<file path="src/rtl/result_display_driver_pkg.sv">
// Shared definitions for the calculator result display: converter FSM states,
// 7-segment digit codes and the double-dabble nibble adjust.
package result_display_driver_pkg;

  typedef enum logic [1:0] {
    CONV_IDLE  = 2'd0,
    CONV_SHIFT = 2'd1,
    CONV_DONE  = 2'd2
  } conv_state_t;

  localparam int unsigned BIN_W = 8;
  localparam int unsigned BCD_W = 12;
  localparam int unsigned CNT_W = 4;

  // cnt value during the eighth (final) shift
  localparam logic [CNT_W-1:0] LAST_SHIFT = 4'd7;

  localparam logic [6:0] SEG_BLANK = 7'h7F;
  localparam logic [6:0] SEG_0     = 7'h40;
  localparam logic [6:0] SEG_1     = 7'h79;
  localparam logic [6:0] SEG_2     = 7'h24;
  localparam logic [6:0] SEG_3     = 7'h30;
  localparam logic [6:0] SEG_4     = 7'h19;
  localparam logic [6:0] SEG_5     = 7'h12;
  localparam logic [6:0] SEG_6     = 7'h02;
  localparam logic [6:0] SEG_7     = 7'h78;
  localparam logic [6:0] SEG_8     = 7'h00;
  localparam logic [6:0] SEG_9     = 7'h10;

  localparam logic [2:0] AN_OFF  = 3'b111;
  localparam logic [2:0] AN_UNIT = 3'b110;
  localparam logic [2:0] AN_TENS = 3'b101;
  localparam logic [2:0] AN_HUND = 3'b011;

  function automatic logic [6:0] seg_decode(input logic [3:0] d);
    logic [6:0] s;
    case (d)
      4'd0:    s = SEG_0;
      4'd1:    s = SEG_1;
      4'd2:    s = SEG_2;
      4'd3:    s = SEG_3;
      4'd4:    s = SEG_4;
      4'd5:    s = SEG_5;
      4'd6:    s = SEG_6;
      4'd7:    s = SEG_7;
      4'd8:    s = SEG_8;
      4'd9:    s = SEG_9;
      default: s = SEG_BLANK;
    endcase
    return s;
  endfunction

  function automatic logic [BCD_W-1:0] dabble_adjust(input logic [BCD_W-1:0] b);
    logic [BCD_W-1:0] r;
    r = b;
    for (int i = 0; i < BCD_W / 4; i++) begin
      if (b[i*4 +: 4] >= 4'd5) begin
        r[i*4 +: 4] = b[i*4 +: 4] + 4'd3;
      end
    end
    return r;
  endfunction

endpackage

</file>
<file path="src/rtl/bin8_to_bcd_serial.sv">
// Serial 8-bit binary to 3-digit BCD (double dabble): start accepted in IDLE,
// 8 SHIFT clocks, one DONE clock with done_o high; busy_o covers SHIFT and DONE.
module bin8_to_bcd_serial
  import result_display_driver_pkg::*;
(
  input  logic             clk_i,
  input  logic             rst_i,
  input  logic             start_i,
  input  logic [BIN_W-1:0] value_i,
  output logic             busy_o,
  output logic             done_o,
  output logic [BCD_W-1:0] bcd_o
);

  conv_state_t            state_q;
  logic [BIN_W-1:0]       bin_q;
  logic [BCD_W-1:0]       bcd_q;
  logic [CNT_W-1:0]       cnt_q;
  logic                   busy_q;
  logic                   done_q;
  logic [BCD_W+BIN_W-1:0] shift_d;

  assign shift_d = {dabble_adjust(bcd_q), bin_q} << 1;

  always_ff @(posedge clk_i or posedge rst_i) begin
    if (rst_i) begin
      state_q <= CONV_IDLE;
      bin_q   <= '0;
      bcd_q   <= '0;
      cnt_q   <= '0;
      busy_q  <= 1'b0;
      done_q  <= 1'b0;
    end else begin
      case (state_q)
        CONV_IDLE: begin
          if (start_i) begin
            bcd_q   <= '0;
            bin_q   <= value_i;
            cnt_q   <= '0;
            busy_q  <= 1'b1;
            state_q <= CONV_SHIFT;
          end
        end
        CONV_SHIFT: begin
          {bcd_q, bin_q} <= shift_d;
          cnt_q          <= cnt_q + 4'd1;
          if (cnt_q == LAST_SHIFT) begin
            done_q  <= 1'b1;
            state_q <= CONV_DONE;
          end
        end
        CONV_DONE: begin
          busy_q  <= 1'b0;
          done_q  <= 1'b0;
          state_q <= CONV_IDLE;
        end
        default: begin
          busy_q  <= 1'b0;
          done_q  <= 1'b0;
          state_q <= CONV_IDLE;
        end
      endcase
    end
  end

  assign busy_o = busy_q;
  assign done_o = done_q;
  assign bcd_o  = bcd_q;

endmodule

</file>
<file path="src/rtl/result_display_driver.sv">
// Shows the held 8-bit result as decimal on a 3-digit multiplexed active-low display.
// Result -> digits in 10 clocks; digits are scanned every SCAN_DIV clocks per slot.
module result_display_driver
  import result_display_driver_pkg::*;
#(
  parameter int unsigned SCAN_DIV      = 50000,
  parameter bit          BLANK_LEADING = 1'b1
) (
  input  logic             clock,
  input  logic             reset,
  input  logic [BIN_W-1:0] Result,
  output logic [6:0]       Seg,
  output logic [2:0]       An,
  output logic             Busy
);

  localparam int unsigned     PRE_W    = (SCAN_DIV > 1) ? $clog2(SCAN_DIV) : 1;
  localparam logic [PRE_W-1:0] PRE_LAST = PRE_W'(SCAN_DIV - 1);

  logic [BIN_W-1:0] sample_q;
  logic [BIN_W-1:0] last_q;
  logic [BIN_W-1:0] conv_val_q;
  logic [BCD_W-1:0] disp_q;
  logic [PRE_W-1:0] pre_q;
  logic [PRE_W-1:0] pre_d;
  logic [1:0]       idx_q;
  logic [1:0]       idx_d;
  logic [6:0]       seg_q;
  logic [6:0]       seg_d;
  logic [2:0]       an_q;
  logic [2:0]       an_d;
  logic [3:0]       digit;
  logic             blank;
  logic             start;
  logic             conv_busy;
  logic             conv_done;
  logic [BCD_W-1:0] conv_bcd;

  // A new conversion only starts once the previous one has fully retired.
  assign start = (sample_q != last_q) && !conv_busy;

  bin8_to_bcd_serial u_bcd (
    .clk_i   (clock),
    .rst_i   (reset),
    .start_i (start),
    .value_i (sample_q),
    .busy_o  (conv_busy),
    .done_o  (conv_done),
    .bcd_o   (conv_bcd)
  );

  always_comb begin
    pre_d = pre_q + PRE_W'(1);
    idx_d = idx_q;
    if (pre_q == PRE_LAST) begin
      pre_d = '0;
      idx_d = (idx_q == 2'd2) ? 2'd0 : idx_q + 2'd1;
    end

    digit = disp_q[3:0];
    blank = 1'b0;
    an_d  = AN_UNIT;
    case (idx_d)
      2'd1: begin
        digit = disp_q[7:4];
        blank = BLANK_LEADING && (disp_q[11:8] == 4'd0) && (disp_q[7:4] == 4'd0);
        an_d  = AN_TENS;
      end
      2'd2: begin
        digit = disp_q[11:8];
        blank = BLANK_LEADING && (disp_q[11:8] == 4'd0);
        an_d  = AN_HUND;
      end
      default: begin
        digit = disp_q[3:0];
        blank = 1'b0;
        an_d  = AN_UNIT;
      end
    endcase
    seg_d = blank ? SEG_BLANK : seg_decode(digit);
  end

  always_ff @(posedge clock or posedge reset) begin
    if (reset) begin
      sample_q   <= '0;
      last_q     <= '0;
      conv_val_q <= '0;
      disp_q     <= '0;
      pre_q      <= '0;
      idx_q      <= 2'd0;
      seg_q      <= SEG_BLANK;
      an_q       <= AN_OFF;
    end else begin
      sample_q <= Result;
      if (start) begin
        conv_val_q <= sample_q;
      end
      if (conv_done) begin
        disp_q <= conv_bcd;
        last_q <= conv_val_q;
      end
      pre_q <= pre_d;
      idx_q <= idx_d;
      seg_q <= seg_d;
      an_q  <= an_d;
    end
  end

  assign Seg  = seg_q;
  assign An   = an_q;
  assign Busy = conv_busy;

endmodule

</file>
<file path="config.mk">
export PLATFORM = sky130hd
export DESIGN_NAME = result_display_driver
export DESIGN_NICKNAME = d
export VERILOG_FILES = /design/src/rtl/result_display_driver_pkg.sv /design/src/rtl/bin8_to_bcd_serial.sv /design/src/rtl/result_display_driver.sv
export SDC_FILE = /design/constraint.sdc
export NUM_CORES = 1
export LEC_CHECK = 0
export ABC_AREA = 1
export CAP_MARGIN = 10
export CORE_MARGIN = 4
export CORE_UTILIZATION = 35
export CTS_CLUSTER_SIZE = 8
export DETAILED_ROUTE_END_ITERATION = 10
export SYNTH_ARGS = -nofsm -noshare
export SYNTH_HDL_FRONTEND = slang
export SYNTH_SLANG_ARGS = --single-unit
</file>
<file path="constraint.sdc">
create_clock -name clock -period 2.9 [get_ports clock]
set_input_delay 0.435 -clock clock [delete_from_list [all_inputs] [get_ports clock]]
set_output_delay 0.435 -clock clock [all_outputs]
set_load 0.1 [all_outputs]
</file>
==> Word level (Yosys, flattened, before mapping) <==
Memories as Yosys holds them, arrays and structs flattened.
Cells that the tools add are included.
{ "word_totals": {"regBits": 92, "rom_bits": 112, "input_bits": 10, "output_inout_bits": 11, "wordCells": 69, "n_memories": 1} }
{ "memory_table": {"columns": ["memory", "depth", "word_bits", "read_ports", "rd_clocked_by_memory_dff", "write_ports", "line_no", "text"], "rows": [
  ["(name not given)", 16, 7, 1, 0, 0, "result_display_driver_pkg.sv:37", "case (d)"]
]} }
{ "classes": {"n_addsub": 6, "order_cmp": 3, "n_eq_ne": 9, "n_mux": 23, "bitwise_logic": 2, "reduce_logical": 11} }
{ "op_table": {"columns": ["cell", "count"], "rows": [
  ["12-bit one-hot mux with 2 select lines", 1],
  ["16-bit by 1-bit adder with 16-bit output, second input constant", 1],
  ["16-bit equality test, second input constant", 1],
  ["16-bit 2-to-1 mux", 1],
  ["4-bit one-hot mux with 2 select lines", 2],
  ["8-bit one-hot mux with 2 select lines", 1],
  ["4-bit by 3-bit greater-or-equal comparator with 1-bit output, second input constant", 3],
  ["12-bit 2-to-1 mux", 1],
  ["4-bit 2-to-1 mux", 3],
  ["4-bit by 2-bit adder with 4-bit output, second input constant", 2],
  ["4-bit zero test", 2],
  ["2-bit 2-to-1 mux", 4],
  ["8-bit 2-to-1 mux", 1],
  ["8-bit inequality test", 1],
  ["2-bit AND reduction", 4],
  ["7-bit 2-to-1 mux", 1],
  ["1-bit one-hot mux with 2 select lines", 3],
  ["3-bit one-hot mux with 2 select lines", 1],
  ["4-bit by 1-bit adder with 4-bit output, second input constant", 1],
  ["2-bit by 1-bit equality test with 1-bit output, second input constant", 2],
  ["2-bit equality test, second input constant", 2],
  ["4-bit by 3-bit equality test with 1-bit output, second input constant", 1],
  ["2-bit one-hot mux with 2 select lines", 1],
  ["3-bit by 2-bit adder with 3-bit output, second input constant", 1],
  ["other kinds (10)", 13]
]} }

==> Longest topological paths before layout <==
An unclocked memory read counts as a cell.
{ "logic_depth": {"depth_word": 7, "mapped_depth": 20, "mapped_depth_nobuf": 20} }

==> Modules after synthesis <==
A second synthesis with hierarchy kept.
{ "unflattened": {"cells_unflattened": 535, "area_unflattened_um2": 4444.3} }
{ "modules_own_cells": {"columns": ["mod", "n_inst", "cells_per_inst", "area_each_um2", "seq_area_each_um2"], "rows": [
  ["result_display_driver", 1, 354, 3005.4, 1614.0],
  ["bin8_to_bcd_serial", 1, 181, 1438.9, 700.7]
]} }

==> Worst setup path after synthesis <==
OpenSTA, ideal clock, no wires.
{ "synth_timing": {"path_kind": "flip-flop to flip-flop", "start": "register pre_q[0]", "end": "register seg_q[3], in the netlist Seg[3]", "setup_ns": 0.061, "arrival_time_ns": 2.461, "t_required_ns": 2.839, "slack_ns": 0.378, "stages_incl_launch_ff": 19, "path_buffers": 0, "period_less_slack_ns": 2.522, "path_cell_list": "dfrtp_1 > ha_1 > nand2_1 > inv_1 > nand2_1 > nor2_1 > nand2_2 > nand2_1 > o21ai_2 > ha_1 > inv_2 > nand2_1 > nand2_1 > inv_1 > ha_1 > inv_1 > o21ai_0 > nand2_1 > nand2_1"} }
{ "synth_between": {"elab_chain_len": 6, "elab_cells_between_ends": 8, "cone_classes": "3 x eq/ne; 4 x mux; 1 x memory"} }
{ "synth_lines": {"columns": ["element", "line_no", "text"], "rows": [
  ["start: declaration", "result_display_driver.sv:24", "logic [PRE_W-1:0] pre_q;"],
  ["start signal: assignment", "result_display_driver.sv:102", "pre_q <= pre_d;"],
  ["16-bit equality test *", "result_display_driver.sv:55", "if (pre_q == PRE_LAST) begin"],
  ["2-bit 2-to-1 mux *", "result_display_driver.sv:55", null],
  ["2-bit equality test or 2-bit by 1-bit equality test with 1-bit output (tied branches)", "result_display_driver.sv:63", "case (idx_d)"],
  ["4-bit one-hot mux with 2 select lines", "result_display_driver.sv:63", null],
  ["memory read 16 x 7 bit", null, null],
  ["7-bit 2-to-1 mux *", "result_display_driver.sv:80", "seg_d = blank ? SEG_BLANK : seg_decode(digit);"],
  ["via seg_d[3]", "result_display_driver.sv:29", "logic [6:0] seg_d;"],
  ["end signal: assignment", "result_display_driver.sv:104", "seg_q <= seg_d;"],
  ["end: declaration", "result_display_driver.sv:28", "logic [6:0] seg_q;"]
]} }
The timed path passes the listed nets; every way through them passes the cells marked *.
A chain may end at the register's enable or synchronous reset.

==> Worst setup path in the final report <==
{ "layout_timing": {"start": "register pre_q[0]", "end": "register seg_q[3], in the netlist Seg[3]"} }
{ "layout_between": {"elab_chain_len": 6, "elab_cells_between_ends": 8, "cone_classes": "3 x eq/ne; 4 x mux; 1 x memory"} }
{ "layout_lines": {"columns": ["element", "line_no", "text"], "rows": [
  ["16-bit equality test *", "result_display_driver.sv:55", null],
  ["2-bit 2-to-1 mux *", "result_display_driver.sv:55", null],
  ["via idx_d[0]", "result_display_driver.sv:27", "logic [1:0] idx_d;"],
  ["2-bit equality test or 2-bit by 1-bit equality test with 1-bit output (tied branches)", "result_display_driver.sv:63", null],
  ["4-bit one-hot mux with 2 select lines", "result_display_driver.sv:63", null],
  ["memory read 16 x 7 bit", null, null],
  ["7-bit 2-to-1 mux *", "result_display_driver.sv:80", null],
  ["via seg_d[3]", "result_display_driver.sv:29", null]
]} }
Marked as above.

==> flow_summary.json <==
{
  "post-dp-hpwl_mm": 5.99,
  "synth.cell_area_um2": 4400,
  "clk_pin_slew_ns": 0.07,
  "drtIter0Drc": 194,
  "drc": 0,
  "initial_core_util": 0.362,
  "antenna_cells": 0,
  "drv_slew": 0,
  "r2r_start": "pre_q[0]",
  "fin_nets": 577,
  "p_per_area_nw_per_um2": 1000,
  "reg2reg_depth": 18,
  "crit_arrival_ns": 2.96,
  "r2r-end": "Seg[3]",
  "start_kind": "flip-flop",
  "cts_sinks": 92,
  "wl_mm": 8.65,
  "antenna_found_initial": 0,
  "hold_class": "in -> async",
  "status": "complete, no violations",
  "grt_usage": 0.130,
  "grt_pass1_wl_mm": 15.3,
  "end_kind": "flip-flop",
  "wl_met3_um": 242,
  "globalplace.congestion": 0.788,
  "routed.top_layer": "met4",
  "maxSlewHeadroom": 0.644,
  "critPathMaxFanout": 5,
  "period_share": 0.923,
  "syn_inst": 527,
  "fp.dieH_um": 120,
  "ys_async_sr_fraction": 1.00,
  "avgViaCountPerCell": 4.56,
  "wire_per_inst_um": 11.9,
  "grt_overflow": 0,
  "tns_ns": 0,
  "die_area_um2": 14400,
  "yosysWarningCount": 0,
  "max_freq_ghz": 0.373,
  "maxCapViolations": 0,
  "grt_max_degree": 42,
  "synth_cell_types": 30,
  "fin_area_um2": 5180,
  "cp_data_required_time_ns": 3.19,
  "setup_viol": 0,
  "grt_pass1_vias": 3279,
  "ys_ff_latch": 92,
  "drt_pre_antenna_iters": 4,
  "worst_pin_slew_ns": 0.534,
  "final_cell_mix": "151 x nand2_1, 82 x dfrtp_1, 70 x inv_1, 45 x nand3_1, 45 x o21ai_0",
  "routed-wl-met2_mm": 4.19,
  "synth-edff-count": 0,
  "cp-startpoint": "pre_q[0]",
  "whs_ns": 0.432,
  "skew_ns": 0.00635,
  "num_io_pins": 21,
  "hold_viol": 0,
  "synth_fp_nets": 550,
  "die_w_um": 120,
  "synth_ff_type": "dfrtp_1",
  "crit_end": "Seg[3]",
  "wl_met1_mm": 4.04,
  "clockBufferDepth": 2,
  "irDropWorstVdd_uv": 377,
  "synth.avg_cell_area_um2": 8.34,
  "area_delta_synth_final_pct": 17.9,
  "dpl-instance-area_um2": 4760,
  "dr_total_vias": 3318,
  "leakagePower_uw": 0.00261,
  "final_common_cell": "nand2_1",
  "htreeDepth": 3,
  "cts_made_buffers": 9,
  "ant_nets": 0,
  "cts_tree": "built",
  "cts-root-buf": "clkbuf_16",
  "rows": 40,
  "drive_gt1_frac": 0.123,
  "yosysSeqAreaShare": 0.526,
  "regToRegSetupSlack_ns": 0.22,
  "port_buffers": 20,
  "min_period_ns": 2.68,
  "hold_buffers": 0,
  "core_area_um2": 12200,
  "clk_latency_ns": 0.34,
  "setup.worst_path.class": "reg -> reg",
  "finalPower_uw": 5190
}
==> state kept, by name (all words and copies together) (netlist names), 3 cells and up <==
signal and cells:
u_bcd.bin_q 8, pre_q 16, conv_val_q 8, An 3, u_bcd.cnt_q 4, disp_q 12
u_bcd.bcd_o 12, Seg 7, last_q 8, sample_q 8
==> cell families (layout without fill, tap and decap cells) <==
| kind of cell | after synthesis | after routing | share of synthesized area |
|---|---|---|---|
| XOR/XNOR | 13 | 13 | 0.0259 |
| AND/OR/NAND/NOR | 257 | 258 | 0.247 |
| adder cells (fa/ha/maj) | 13 | 13 | 0.0370 |
| AO/OA/AOI/OAI | 66 | 66 | 0.0851 |
| buffers and inverters | 86 | 117 | 0.0788 |
| flip-flops | 92 | 92 | 0.526 |
==> layer usage <==
layer  vias up  global-route usage
met2        33               0.211
met1      1559               0.165
met3        10              0.0358
met4         0              0.0530
met5         -                   0
li1       1716                   -
==> per-stage QoR <==
stage	instances	setup slack, ns	utilization
floorplan	527	0.0896	-
global placement	708	0.207	0.392
detailed placement	708	0.0507	0.392
CTS	724	0.0293	0.419
global route	727	-0.00504	0.426
finish	727	0.222	0.426
==> synth_stat cells (3+ instances only) <==
library cell,n,area (µm²)
xor2_1,9,78.8
inv_1,71,267
nand2_1,153,574
o211ai_1,4,30.0
dfrtp_1,82,2050
nand4_1,8,50.1
nor3_1,4,20.0
o21ai_0,46,230
nand2_2,3,18.8
buf_6,3,33.8
ha_1,13,163
clkbuf_1,6,22.5
inv_2,3,11.3
a21oi_1,9,45.0
nor2_1,36,135
nand3_1,45,225
dfstp_2,10,263
xnor2_1,4,35.0
==> how the worst min path moves through the flow <==
stage | cells after the start | endpoint | slack [ns]
after detailed placement | 1 | pre_q[0] | 0.46
after global routing | 2 | pre_q[14] | 0.47
after floorplan | 1 | pre_q[0] | 0.43
after global placement | 1 | pre_q[0] | 0.44
final | 2 | pre_q[12] | 0.43
after CTS | 2 | pre_q[14] | 0.44
==> area by class of cell <==
cell class,count,area [µm²]
Inverter,74,282
Timing Repair Buffer,27,238
Multi-Input combinational cell,350,1800
Fill cell,1192,6980
Sequential cell,92,2310
Clock buffer,11,253
Tap cell,168,210
Clock inverter,5,83.8
==> report_power, final <==
part           leakage (µW)  switching [µW]  internal (µW)
clock              0.000158             494            803
combinational       0.00132            1310            599
sequential          0.00114             261           1720
==> repair_timing <==
| item | CTS | global route |
|---|---|---|
| buffers inserted | 0 | 2 |
| hold endpoints to repair | 0 | 0 |
| resized for setup | 0 | 15 |
| endpoints found under the setup margin | 0 | 3 |
==> critical path, stage by stage, from the launching register on <==
cell      delay [ns]
dfrtp_1         0.37
ha_1            0.18
nand2_1         0.06
inv_1           0.08
nand2_1         0.13
nor2_4          0.18
nand2_4         0.11
o21ai_4         0.19
inv_1           0.11
ha_4            0.19
nand2_1         0.05
nand2_1         0.08
a21boi_4        0.17
inv_1           0.10
ha_1            0.29
inv_1           0.05
o21ai_1         0.13
nand2_1         0.06
nand2_1         0.08
No activity file was read; power rests on OpenSTA's default activity.
